<file path="src/rtl/tone_pkg.sv">
// tone_pkg: shared types and helpers for the tone sequencer.
//   toneState_t  - sequencer FSM state (IDLE / LOAD / PLAY)
//   entryWidth() - bit width of one note-table entry
//   divOffset()  - bit offset of voice k's divider within an entry
//   popCount()   - number of set bits in a voice vector (up to MAX_CH voices)
package tone_pkg;

  localparam int MAX_CH = 8;

  typedef enum logic [1:0] {
    IDLE = 2'd0,
    LOAD = 2'd1,
    PLAY = 2'd2
  } toneState_t;

  // Entry layout: duration in the low DUR_W bits, then one divider per voice.
  function automatic int entryWidth(input int nCh, input int divW, input int durW);
    return nCh * divW + durW;
  endfunction

  function automatic int divOffset(input int k, input int divW, input int durW);
    return durW + k * divW;
  endfunction

  function automatic logic [3:0] popCount(input logic [MAX_CH-1:0] bits);
    logic [3:0] n;
    n = '0;
    for (int i = 0; i < MAX_CH; i++) begin
      n = n + {3'b000, bits[i]};
    end
    return n;
  endfunction

endpackage

</file>
<file path="src/rtl/tone_voice.sv">
// tone_voice: one square-wave voice.
//   clk     - system clock
//   rst     - synchronous active-high reset
//   clear   - forces counter and wave to 0 (used outside PLAY and on note end)
//   divider - half-period in clocks; 0 means rest (wave held low)
//   wave    - square-wave output, toggles every `divider` clocks
module tone_voice #(
  parameter int DIV_W = 16
) (
  input  logic             clk,
  input  logic             rst,
  input  logic             clear,
  input  logic [DIV_W-1:0] divider,
  output logic             wave
);

  localparam logic [DIV_W-1:0] ONE = DIV_W'(1);

  logic [DIV_W-1:0] cnt;

  always_ff @(posedge clk) begin
    if (rst || clear || (divider == '0)) begin
      cnt  <= '0;
      wave <= 1'b0;
    end else if (cnt == divider - ONE) begin
      cnt  <= '0;
      wave <= ~wave;
    end else begin
      cnt <= cnt + ONE;
    end
  end

endmodule

</file>
<file path="src/rtl/tone_sequencer.sv">
// tone_sequencer: table-driven multi-voice square-wave melody player.
//   iCLK, iRST        - clock, synchronous active-high reset
//   iWE/iWADDR/iWDATA - note table write port (accepted in any state)
//   iLEN              - number of notes to play, latched on start
//   iSTART/iSTOP      - start (sampled in IDLE) / abort playback
//   iLOOP             - replay from entry 0 when the last note ends
//   oSOUND            - 1-bit PDM mix of all voices
//   oVOICE            - raw voice square waves
//   oBUSY             - high while loading or playing
//   oIDX              - index of the current note
//   oDONE             - one-cycle pulse on natural end of sequence
//
// state | meaning
// IDLE  | waiting for iSTART with a non-zero length
// LOAD  | one clock: copy table entry into the note register, voices silent
// PLAY  | voices running, tick/duration down-counters timing the note
module tone_sequencer
  import tone_pkg::*;
#(
  parameter int N_CH     = 2,
  parameter int DIV_W    = 16,
  parameter int DUR_W    = 8,
  parameter int DEPTH    = 16,
  parameter int TICK_DIV = 50000,
  localparam int AW      = $clog2(DEPTH),
  localparam int EW      = entryWidth(N_CH, DIV_W, DUR_W)
) (
  input  logic            iCLK,
  input  logic            iRST,
  input  logic            iWE,
  input  logic [AW-1:0]   iWADDR,
  input  logic [EW-1:0]   iWDATA,
  input  logic [AW:0]     iLEN,
  input  logic            iSTART,
  input  logic            iSTOP,
  input  logic            iLOOP,
  output logic            oSOUND,
  output logic [N_CH-1:0] oVOICE,
  output logic            oBUSY,
  output logic [AW-1:0]   oIDX,
  output logic            oDONE
);

  localparam int TICK_W = $clog2(TICK_DIV + 1);
  localparam int PH_W   = (N_CH > 1) ? $clog2(N_CH) : 1;

  localparam logic [TICK_W-1:0] TICK_LAST = TICK_W'(TICK_DIV - 1);
  localparam logic [DUR_W-1:0]  DUR_ONE   = DUR_W'(1);
  localparam logic [AW:0]       LEN_ONE   = (AW + 1)'(1);
  localparam logic [AW-1:0]     IDX_ONE   = AW'(1);
  localparam logic [PH_W-1:0]   PH_LAST   = PH_W'(N_CH - 1);
  localparam logic [PH_W-1:0]   PH_ONE    = PH_W'(1);

  logic [EW-1:0]     mem [DEPTH];
  logic [EW-1:0]     rdData;
  logic [EW-1:0]     noteReg;
  logic [AW-1:0]     rdAddr;
  logic [AW-1:0]     idx;
  logic [AW-1:0]     lastIdx;
  logic [AW:0]       lenReg;
  logic [AW:0]       lenMinus1;
  logic [TICK_W-1:0] tickCnt;
  logic [DUR_W-1:0]  durCnt;
  logic [DUR_W-1:0]  durFirst;
  logic [DUR_W-1:0]  rdDur;
  logic              noteEnd;
  logic              voiceClear;
  logic [PH_W-1:0]   ph;
  logic [3:0]        activeCnt;
  toneState_t        state;

  assign lenMinus1 = lenReg - LEN_ONE;
  assign lastIdx   = lenMinus1[AW-1:0];

  // Prefetch the entry the next LOAD will consume: entry 0 from IDLE or on
  // wrap, otherwise the following note. A write landing on the same edge as
  // the prefetch is not seen until that entry's next LOAD.
  assign rdAddr = ((state == PLAY) && (idx != lastIdx)) ? idx + IDX_ONE : '0;

  always_ff @(posedge iCLK) begin
    if (iWE) begin
      mem[iWADDR] <= iWDATA;
    end
    rdData <= mem[rdAddr];
  end

  assign rdDur    = rdData[DUR_W-1:0];
  assign durFirst = (rdDur == '0) ? '0 : rdDur - DUR_ONE;

  assign noteEnd    = (state == PLAY) && (tickCnt == '0) && (durCnt == '0);
  assign voiceClear = (state != PLAY) || iSTOP || noteEnd;

  always_ff @(posedge iCLK) begin
    if (iRST) begin
      state   <= IDLE;
      idx     <= '0;
      lenReg  <= '0;
      noteReg <= '0;
      tickCnt <= '0;
      durCnt  <= '0;
      oBUSY   <= 1'b0;
      oDONE   <= 1'b0;
    end else begin
      oDONE <= 1'b0;
      case (state)
        IDLE: begin
          if (iSTART && !iSTOP && (iLEN != '0)) begin
            state  <= LOAD;
            idx    <= '0;
            lenReg <= iLEN;
            oBUSY  <= 1'b1;
          end
        end
        LOAD: begin
          if (iSTOP) begin
            state <= IDLE;
            idx   <= '0;
            oBUSY <= 1'b0;
          end else begin
            noteReg <= rdData;
            tickCnt <= TICK_LAST;
            durCnt  <= durFirst;
            state   <= PLAY;
          end
        end
        PLAY: begin
          if (iSTOP) begin
            state <= IDLE;
            idx   <= '0;
            oBUSY <= 1'b0;
          end else if (noteEnd) begin
            if (idx != lastIdx) begin
              idx   <= idx + IDX_ONE;
              state <= LOAD;
            end else if (iLOOP) begin
              idx   <= '0;
              state <= LOAD;
            end else begin
              idx   <= '0;
              state <= IDLE;
              oBUSY <= 1'b0;
              oDONE <= 1'b1;
            end
          end else if (tickCnt == '0) begin
            tickCnt <= TICK_LAST;
            durCnt  <= durCnt - DUR_ONE;
          end else begin
            tickCnt <= tickCnt - TICK_W'(1);
          end
        end
        default: begin
          state <= IDLE;
          oBUSY <= 1'b0;
        end
      endcase
    end
  end

  assign oIDX = idx;

  for (genvar k = 0; k < N_CH; k++) begin : gVoice
    localparam int OFF = divOffset(k, DIV_W, DUR_W);
    tone_voice #(.DIV_W(DIV_W)) uVoice (
      .clk    (iCLK),
      .rst    (iRST),
      .clear  (voiceClear),
      .divider(noteReg[OFF +: DIV_W]),
      .wave   (oVOICE[k])
    );
  end

  assign activeCnt = popCount(MAX_CH'(oVOICE));

  // Time-sliced mix: in each N_CH-clock frame the output is high for as many
  // clocks as there are voices currently high.
  always_ff @(posedge iCLK) begin
    if (iRST) begin
      ph     <= '0;
      oSOUND <= 1'b0;
    end else begin
      ph     <= (ph == PH_LAST) ? '0 : ph + PH_ONE;
      oSOUND <= (4'(ph) < activeCnt);
    end
  end

endmodule
</file>
<file path="config.mk">
export PLATFORM = sky130hd
export DESIGN_NAME = tone_sequencer
export DESIGN_NICKNAME = d
export VERILOG_FILES = /design/src/rtl/tone_pkg.sv /design/src/rtl/tone_voice.sv /design/src/rtl/tone_sequencer.sv
export SDC_FILE = /design/constraint.sdc
export NUM_CORES = 1
export LEC_CHECK = 0
export CORE_MARGIN = 2
export CORE_UTILIZATION = 56
export DETAILED_ROUTE_END_ITERATION = 12
export PLACE_DENSITY = 0.83
export SKIP_LAST_GASP = 1
export SLEW_MARGIN = 20
export SYNTH_ARGS = -nofsm -noshare
export SYNTH_HDL_FRONTEND = slang
export SYNTH_HIERARCHICAL = 1
export SYNTH_SLANG_ARGS = --single-unit
</file>
<file path="constraint.sdc">
create_clock -name iCLK -period 3.9 [get_ports iCLK]
set_clock_uncertainty 0.15 [all_clocks]
set_input_delay 0.39 -clock iCLK [delete_from_list [all_inputs] [get_ports iCLK]]
set_output_delay 0.39 -clock iCLK [all_outputs]
set_load 0.1 [all_outputs]
</file>
==> flow_summary.yaml <==
worst_hold_path:
  min_path_type: "reg2reg"
  min_delay_path_depth: 1
floorplan:
  die-area_um2: 60730
  num_rows: 88
  fp.dieH_um: 246.4
  start_util: 0.5683
  ios: 64
  core_area_um2: 57920
  die_w_um: 246.4
timing:
  rsz0062_at_grt: "no"
  finalHoldViolCount: 0
  finalWorstSetupSlack_ps: 604.5
  slew-limit-headroom: 0.2963
  setup_viol: 0
  fin_crit_ps: 3296
  max_slew.worst_pin.slew_ps: 1052
  tns_ps: 0
  slew_violations: 0
  fmax_mhz: 303.4
  fin_crit_sh: 0.8450
routing:
  wl_per_cell_um: 25.11
  dr.pass1.iters: 5
  vias_per_cell: 6.676
  drt-total-wl_um: 82350
  drtIter0Drc: 2745
  ant_nets: 0
  route.vias.total: 21900
  drc: 0
clock_tree:
  cts_max_level: 3
  clkTransAtPathRegs_ps: 60
  numCtsBuffers: 77
  cts_tree: "done"
  holdBufCountCts: 0
  clockBufferDepth: 3
  cts.sinks: 784
  ctsResizeCount: 0
  cts_setup_buffers: 0
  cts-root-buf: "clkbuf_16"
  insertion_delay_ps: 640
finish:
  area.growth.synth_to_final_pct: 13.54
  nNetsFinal: 2516
  drive_above_1_share: 0.1381
  final_util: 0.6452
setup_path:
  r2r_slack_ps: 600
  cp_top_family: "XOR/XNOR gates"
  cp_slowest_stage_delay_ps: 650
  r2r_cells: 6
  start_kind: "flop"
  cp_slowest_cell: "xnor2_1"
  required_ps: 4220
  crit_type: "reg2reg"
  crit_fanout: 43
  path_cells: "xnor2_1, xor2_4, buf_4, a21oi_1, a2111oi_0, o32ai_1"
  path_buf_inv: 1
  path_depth: 6
  arrival_ps: 3620
  cp-end-kind: "flop"
global_route:
  grt_max_degree: 83
  grt_pass1_wl_um: 125500
  overflow: 0
  grt_usage: 0.2711
  antenna_found_initial: 2
  grt_pass1_vias: 22150
logic_synthesis:
  synthCells: 2410
  synth_warnings: 6
  ys_types: 63
  synth_edf_count: 640
  synth_nets: 2477
  ys.flop_type: "edfxtp_1"
  ys_ff_latch: 784
  syn_area_um2: 32910
  avgSynthCellArea_um2: 13.66
  yosysSeqAreaShare: 0.6715
  async_flop_share: 0
power_and_ir_drop:
  cellLeakagePower_nw: 11.83
  powerDensity_nw_per_um2: 475.1
  ir_drop_mv: 0.3510
place:
  portBuffers: 63
  dpl.hpwl_um: 46130
  place_congestion: 0.9183
  dp_slack_ps: 644.5
run:
  maxCapViolations: 0
outcome:
  status: "completed"
## path summary, 6_finish.rpt
path,end,start
worst max-delay path,rdData[22],oIDX[3]
worst max register to register,rdData[22],oIDX[3]
worst min-delay path,ph,ph
worst min register to register,ph,ph
## state kept, by name, summed over array words and instances, names as in the netlist
name / cells
noteReg: 32
state: 2
mem: 640
oDONE: 1
rdData: 40
oIDX: 4
ph: 1
gVoice.uVoice/wave: 2
lenReg: 4
tickCnt: 16
gVoice.uVoice/cnt: 32
oBUSY: 1
durCnt: 8
oSOUND: 1
## logic make-up (layout without fill, tap and decap cells)
group / Yosys count / after routing / share of synthesized area
other cells: 0 / 2 / 0
mux: 126 / 126 / 0.07018
fa+ha+maj: 12 / 12 / 0.004562
buf+inv: 234 / 337 / 0.02798
simple gates: 615 / 615 / 0.08953
xor+xnor: 86 / 86 / 0.02334
flops: 784 / 784 / 0.6715
compound gates: 553 / 553 / 0.1129
## cell type report
cell class                 count  area [um2]
sequential                   784       22110
timing repair buffer         124        1281
multi-input combinational   1392       10170
antenna                        2       5.005
clock buffer                 107        2192
tap                          765       957.2
fill                        3867       20550
inverter                      70       262.8
clock inverter                36       394.1
## cells in the mapped netlist, types with 22 or more instances
| cell type | count | area (um2) |
|---|---|---|
| xor2_1 | 44 | 385.4 |
| a2111oi_0 | 82 | 718.2 |
| edfxtp_1 | 640 | 19220 |
| a31oi_1 | 49 | 306.5 |
| and2_1 | 82 | 513.0 |
| a211oi_1 | 90 | 675.7 |
| nor3_1 | 58 | 290.3 |
| a21oi_1 | 135 | 675.7 |
| mux4_2 | 79 | 1779 |
| mux2_2 | 40 | 450.4 |
| xnor2_1 | 41 | 359.1 |
| nor2_1 | 180 | 675.7 |
| inv_1 | 70 | 262.8 |
| o21ai_0 | 99 | 495.5 |
| buf_2 | 22 | 110.1 |
| dfxtp_1 | 144 | 2883 |
| clkbuf_1 | 125 | 469.2 |
| nand2_1 | 184 | 690.7 |
| o32ai_1 | 43 | 376.6 |
## metrics by stage
step	hold WS, ps	instances	power [mW]	cell area, um2
3_3_place_gp	250.2	3135	10.29	34780
4_1_cts	246.3	3278	17.77	37360
5_1_grt	290.9	3279	18.17	37370
2_1_floorplan	242.5	2410	9.945	32930
3_5_place_dp	254.7	3135	10.34	34780
6_report	261.5	3280	17.76	37370
## layer usage
metal / wire length [um] / GRT usage
met3: 10750 / 0.06383
met2: 38900 / 0.4303
met1: 29910 / 0.3616
met5: 13 / 0
met4: 2769 / 0.1129
## placed cells by master, fill, tap and decap left out, types with 13 or more instances in the layout
master | Yosys | final
or3_1 | 14 | 14
edfxtp_1 | 640 | 640
buf_12 | 0 | 16
dfxtp_1 | 144 | 143
clkbuf_16 | 0 | 79
inv_1 | 70 | 70
buf_4 | 4 | 46
xnor2_1 | 41 | 40
nor4_1 | 16 | 16
clkdlybuf4s50_1 | 0 | 61
nand3_1 | 19 | 19
nor2_4 | 0 | 13
o21ai_0 | 99 | 99
and2_1 | 82 | 82
mux2_2 | 40 | 40
a21oi_1 | 135 | 135
nor2_1 | 180 | 167
nor3_1 | 58 | 54
clkbuf_1 | 125 | 17
a31oi_1 | 49 | 49
nand2_1 | 184 | 184
mux4_2 | 79 | 79
xor2_1 | 44 | 42
o32ai_1 | 43 | 43
a211oi_1 | 90 | 89
a2111oi_0 | 82 | 82
## report_power, final
part / switching (mW) / internal, mW
Combinational: 0.612 / 0.269
Sequential: 0.0935 / 9.23
Clock: 3.13 / 4.42
(Power assumes the default switching activity.)
==> patch 1: new RTL, same settings <==
Encoding of `toneState_t`: now one-hot (3 bits for 3 states).
--- a/src/rtl/tone_pkg.sv
+++ b/src/rtl/tone_pkg.sv
@@ -7,10 +7,10 @@
 
   localparam int MAX_CH = 8;
 
-  typedef enum logic [1:0] {
-    IDLE = 2'd0,
-    LOAD = 2'd1,
-    PLAY = 2'd2
+  typedef enum logic [2:0] {
+    IDLE = 3'b001,
+    LOAD = 3'b010,
+    PLAY = 3'b100
   } toneState_t;
 
   // Entry layout: duration in the low DUR_W bits, then one divider per voice.
Behaviour: same outputs for any inputs over 4 cycles, from zero or initial values and one cycle with iRST high; so few cycles prove little.
==> patch 1 against the unedited design <==
- setup slack got worse by 0.020 ns
- sequential power about the same
- synthesized area decreased by 3.4%
- total power decreased by 3.3%
- wire length decreased by 6.5%
- sequential cell count increased by 1
- synthesized cell count decreased by 4.4%
- sequential share of layout area increased by 2.2 points
- clock power decreased by 5.3%
- cell area decreased by 3.6%
- global-route usage decreased by 1.2 points
- maximum frequency decreased by 0.61%
- critical path type unchanged
- largest cell class unchanged
- highest routed layer unchanged
==> patch 1: results (changes against the unedited design) <==
\begin{tabular}{lr}
\hline
Metric & Value \\
\hline
\multicolumn{2}{l}{\textbf{Layout}} \\
\quad Layout cell share with drive strength beyond 1 & 0.0949 (-0.0432) \\
\quad Count of inserted antenna diode cells & 0 (-2) \\
\quad Filler cell count in the final layout & 3806 (-1.6\%) \\
\multicolumn{2}{l}{\textbf{Clock network}} \\
\quad Clock Latency Late Sink & 0.64 ns (about the same) \\
\quad Count of instances resized after the clock tree is built & 0 (unchanged) \\
\quad Number of clock buffers inserted by TritonCTS & 76 (-1.3\%) \\
\multicolumn{2}{l}{\textbf{Pwr}} \\
\quad Static power due to leakage & 11.2 nW (-5.3\%) \\
\quad IR Drop Worst-Case VDD & 0.321 mV (-8.5\%) \\
\multicolumn{2}{l}{\textbf{Synthesis}} \\
\quad Cell variety after synth & 76 (+21\%) \\
\quad Synthesized Nets & 2372 (-4.2\%) \\
\quad Register area share after synthesis & 0.696 (+0.0241) \\
\quad Asr flop ratio synth & 0 (unchanged) \\
\quad Top cell types by occurrence after synthesis & sky130\_fd\_sc\_hd\_\_edfxtp\_1 (640), sky130\_fd\_sc\_hd\_\_a21oi\_1 (218), sky130\_fd\_sc\_hd\_\_mux2i\_1 (162), sky130\_fd\_sc\_hd\_\_dfxtp\_1 (145), sky130\_fd\_sc\_hd\_\_o21ai\_0 (128) \\
\quad Cell types with the largest area share after synthesis & sky130\_fd\_sc\_hd\_\_edfxtp\_1 (60\%), sky130\_fd\_sc\_hd\_\_dfxtp\_1 (9.1\%), sky130\_fd\_sc\_hd\_\_mux2i\_1 (5.1\%) \\
\multicolumn{2}{l}{\textbf{Routing}} \\
\quad Drt first-iter violations & 2629 (-4.2\%) \\
\quad Final routed wire length divided by cell count & 24.3 µm (-3.2\%) \\
\multicolumn{2}{l}{\textbf{Global routing}} \\
\quad Largest net degree at the start of global routing & 82 (-1.2\%) \\
\quad Total routing usage reported by global routing & 0.259 (-0.0116) \\
\quad Global-route wire length before repair & 118000 µm (-6.0\%) \\
\multicolumn{2}{l}{\textbf{Placed design}} \\
\quad Standard cell area after detailed placement & 33600 µm² (-3.4\%) \\
\quad Total half-perimeter wirelength after legalization and detailed placement & 43300 µm (-6.1\%) \\
\quad Final RePlAce weighted congestion & 0.864 (-5.9\%) \\
\multicolumn{2}{l}{\textbf{Min path}} \\
\quad Worst hold path type & in -> reg \\
\multicolumn{2}{l}{\textbf{Outcome}} \\
\quad Result of the run & completed \\
\multicolumn{2}{l}{\textbf{Critical path}} \\
\quad Critical path origin & oIDX[2]\$\_SDFFE\_PP0P\_ \\
\quad Critical-path maximum fanout & 29 (-33\%) \\
\multicolumn{2}{l}{\textbf{STA}} \\
\quad Tightest Pin Transition & 1.00 ns (-0.0511 ns) \\
\hline
\end{tabular}
patch 1: cell count changes after synthesis, sizes merged, moves of 77 or more:
| cell | unedited run | this run |
|---|---|---|
| mux2i | 5 | 162 |
| a211oi | 90 | 13 |
| and2 | 82 | 3 |
| a21oi | 135 | 221 |
| a22oi | 0 | 80 |
| mux4 | 79 | 1 |
| nor2 | 180 | 57 |
| nand2 | 184 | 106 |
patch 1: path summary, 6_finish.rpt:
check | to | slack, ns | depth (start not counted)
worst min-delay path | lenReg[3]$_SDFFE_PP0P_ | 0.16 | 2
worst max register to register | rdData[14]$_DFF_P_ | 0.58 | 6
worst max-delay path | rdData[14]$_DFF_P_ | 0.58 | 6
worst min register to register | ph$_SDFF_PP0_ | 0.27 | 1
patch 1: final cells by class:
type	instances	area, µm²	area share
flip-flops and latches	785	22100	0.614
multi-input cells	1340	9200	0.255
clock buffers	113	2230	0.0619
repair buffers	120	1210	0.0336
well taps	756	946	0.0262
clock inverters	27	224	0.00621
inverters	28	105	0.00292
patch 1: cell families (layout without fill, tap and decap cells):
group	after synthesis	count (layout)	synth area share
xor+xnor	81	81	0.0227
buf+inv	180	288	0.0231
compound gates	624	624	0.124
mux	165	165	0.0526
simple gates	458	458	0.0768
fa+ha+maj	12	12	0.00472
flops	785	785	0.696
patch 1: report_power, final:
| part | internal, mW | leakage, nW | switching, mW | total (mW) |
|---|---|---|---|---|
| Clock | 4.01 | 1.19 | 3.14 | 7.15 |
| Sequential | 9.23 | 6.97 | 0.0884 | 9.32 |
| Combinational | 0.223 | 3.04 | 0.471 | 0.693 |
| Total | 13.5 | 11.2 | 3.70 | 17.2 |
patch 1: metal layers:
metal	wire, µm	track usage
met1	29000	0.339
met2	37200	0.425
met5	11	0
met4	2760	0.112
met3	8070	0.0514
patch 1: critical path, stage by stage (launching register included):
cell                        delay, ns
sky130_fd_sc_hd__dfxtp_1         0.58
sky130_fd_sc_hd__xnor3_1         0.41
sky130_fd_sc_hd__and3_2          0.50
sky130_fd_sc_hd__a21oi_4         0.46
sky130_fd_sc_hd__buf_4           0.47
sky130_fd_sc_hd__a2111oi_0       0.21
sky130_fd_sc_hd__o32ai_1         0.38
patch 1: stage by stage:
| stage | std cells | setup slack [ns] | util | hold slack (ns) |
|---|---|---|---|---|
| after CTS | 3169 | 0.651 | 0.640 | 0.128 |
| after global routing | 3169 | 0.410 | 0.640 | 0.171 |
| after global placement | 3028 | 0.851 | 0.596 | 0.251 |
| after floorplan | 2305 | 0.705 | - | 0.243 |
| final | 3169 | 0.584 | 0.640 | 0.159 |
| after detailed placement | 3029 | 0.655 | 0.597 | 0.258 |
==> patch 2: new RTL, same flow settings <==
Made on the original files. Change the parameter `DUR_W` from 8 to 12.
--- a/src/rtl/tone_sequencer.sv
+++ b/src/rtl/tone_sequencer.sv
@@ -19,7 +19,7 @@
 #(
   parameter int N_CH     = 2,
   parameter int DIV_W    = 16,
-  parameter int DUR_W    = 8,
+  parameter int DUR_W    = 12,
   parameter int DEPTH    = 16,
   parameter int TICK_DIV = 50000,
   localparam int AW      = $clog2(DEPTH),
Interface: changed (resized iWDATA); port bits go from 64 to 68. No check against the original RTL was run, so the function may have changed too.
==> patch 2 against the unedited design <==
- cell area increased by 4.1%
- setup slack gained 0.16 ns
- synthesized area is 4.5% higher
- critical path depth is 1 higher
- non-clock buffer count decreased by 9
- wire length is 2.6% higher
- total power grew 7.4%
- sequential cell count rose by 72
- critical path type unchanged
==> patch 2: results (changes against the unedited design) <==
\begin{tabular}{lr}
\hline
Metric & Value \\
\hline
\multicolumn{2}{l}{\textbf{Critical path}} \\
\quad Critical Path Max Stage Delay & 0.52 ns (-0.13 ns) \\
\quad Critical-path maximum fanout & 17 (-60\%) \\
\quad Library cell contributing the largest single delay on the critical path & sky130\_fd\_sc\_hd\_\_or3\_1 \\
\quad Largest delay contributor family on the critical path & simple AND/OR/NAND/NOR gates \\
\multicolumn{2}{l}{\textbf{Pwr}} \\
\quad IR Drop Worst-Case VDD & 0.314 mV (-10\%) \\
\quad Static power due to leakage & 11.9 nW (+0.91\%) \\
\multicolumn{2}{l}{\textbf{Global routing}} \\
\quad Global-route wire length before repair & 129000 µm (+2.4\%) \\
\quad Via count of the first global-routing pass & 22.3k (+0.89\%) \\
\quad Largest net degree at the start of global routing & 125 (+51\%) \\
\quad Total routing usage reported by global routing & 0.264 (-0.00710) \\
\multicolumn{2}{l}{\textbf{Synthesis}} \\
\quad Complex-gate fraction of the synthesized area & 0.108 (-0.00441) \\
\quad Multiplexer share of the synthesized area & 0.0578 (-0.0124) \\
\quad Adder-cell share of the synthesized area & 0.00436 (-0.000197) \\
\quad Synthesized Nets & 2494 (+0.69\%) \\
\quad Post-synthesis share of cell area spent on xor and xnor gates & 0.0235 (+0.000154) \\
\quad EDFF count, synth & 704 (+10\%) \\
\quad Top cell types by occurrence after synthesis & sky130\_fd\_sc\_hd\_\_edfxtp\_1 (704), sky130\_fd\_sc\_hd\_\_nand2\_1 (298), sky130\_fd\_sc\_hd\_\_dfxtp\_1 (152), sky130\_fd\_sc\_hd\_\_mux2\_2 (132), sky130\_fd\_sc\_hd\_\_nor2\_1 (119) \\
\quad Cell types with the largest area share after synthesis & sky130\_fd\_sc\_hd\_\_edfxtp\_1 (61\%), sky130\_fd\_sc\_hd\_\_dfxtp\_1 (8.8\%), sky130\_fd\_sc\_hd\_\_mux2\_2 (4.3\%) \\
\quad Cell variety after synth & 77 (+22\%) \\
\multicolumn{2}{l}{\textbf{Placed design}} \\
\quad Total half-perimeter wirelength after legalization and detailed placement & 45300 µm (-1.8\%) \\
\quad Final RePlAce weighted congestion & 0.851 (-7.3\%) \\
\multicolumn{2}{l}{\textbf{Min path}} \\
\quad Worst hold path type & in -> reg \\
\multicolumn{2}{l}{\textbf{Routing}} \\
\quad Wire length reported by the detailed router & 84500 µm (+2.6\%) \\
\quad Drt first-iter violations & 2939 (+7.1\%) \\
\quad Total iterations of the first detailed-routing run & 10 (+5) \\
\quad Via count normalized by instance count & 6.65 (-0.39\%) \\
\multicolumn{2}{l}{\textbf{Clock network}} \\
\quad Number of clock buffers inserted by TritonCTS & 84 (+9.1\%) \\
\multicolumn{2}{l}{\textbf{Outcome}} \\
\quad Result of the run & completed \\
\multicolumn{2}{l}{\textbf{Layout}} \\
\quad Layout cell share with drive strength beyond 1 & 0.139 (+0.000567) \\
\multicolumn{2}{l}{\textbf{STA}} \\
\quad Relative slew slack & 0.310 (+0.0139) \\
\hline
\end{tabular}
==> patch 2: worst reg2reg max path, cell delays in order, from the launching register on <==
cell and delay (ns):
sky130_fd_sc_hd__dfxtp_1 0.34, sky130_fd_sc_hd__or3_1 0.52, sky130_fd_sc_hd__or4_4 0.52, sky130_fd_sc_hd__a2111oi_2 0.41
sky130_fd_sc_hd__o2111ai_1 0.23, sky130_fd_sc_hd__nor4_4 0.28, sky130_fd_sc_hd__buf_4 0.26, sky130_fd_sc_hd__mux2_4 0.32
==> patch 2: final cells by class <==
type                    count  area, µm²  area share
flip-flops and latches    856      24200       0.622
multi-input cells        1392       9670       0.249
clock buffers             119       2370      0.0608
repair buffers            115       1180      0.0302
well taps                 782        978      0.0252
clock inverters            37        399      0.0103
inverters                  27        101     0.00261
diodes                      3       7.51    0.000193
==> patch 2: power breakdown <==
group	leakage, nW	total [mW]	switching, mW	internal (mW)
Sequential	7.61	10.2	0.107	10.1
Combinational	2.98	0.737	0.481	0.255
Clock	1.35	8.14	3.43	4.71
Total	11.9	19.1	4.02	15.1
==> patch 2: final timing paths <==
check                      startpoint                            endpoint  slack, ns  depth (start not counted)
max          noteReg[12]$_SDFFE_PP0P_  gVoice[0].uVoice/wave$_SDFFE_PP0N_       0.77                          7
min                              iRST            noteReg[35]$_SDFFE_PP0P_       0.15                          2
max reg2reg  noteReg[12]$_SDFFE_PP0P_  gVoice[0].uVoice/wave$_SDFFE_PP0N_       0.77                          7
min reg2reg             ph$_SDFF_PP0_                       ph$_SDFF_PP0_       0.26                          1
==> patch 2: logic make-up (layout without fill, tap and decap cells) <==
group | Yosys count | in the layout
XOR/XNOR | 89 | 89
buffers and inverters | 175 | 298
adder cells (fa/ha/maj) | 12 | 12
flip-flops | 856 | 856
AO/OA/AOI/OAI | 503 | 503
multiplexers | 181 | 181
AND/OR/NAND/NOR | 607 | 607
other | 0 | 3
==> patch 2: per-layer routing <==
| layer | GRT usage | up-vias | wire [µm] |
|---|---|---|---|
| met1 | 0.342 | 10900 | 30900 |
| li1 | - | 9519 | - |
| met5 | 0 | - | 26 |
| met2 | 0.439 | 1443 | 41400 |
| met3 | 0.0519 | 249 | 9390 |
| met4 | 0.110 | 4 | 2780 |
==> patch 2: through the flow <==
step            util  cells  cell area, µm²  setup WS, ns
2_1_floorplan      -   2423           34400         0.532
3_3_place_gp   0.596   3172           36100         0.907
3_5_place_dp   0.596   3172           36100         0.768
4_1_cts        0.642   3328           38900         0.777
5_1_grt        0.642   3329           38900         0.640
6_report       0.642   3331           38900         0.769
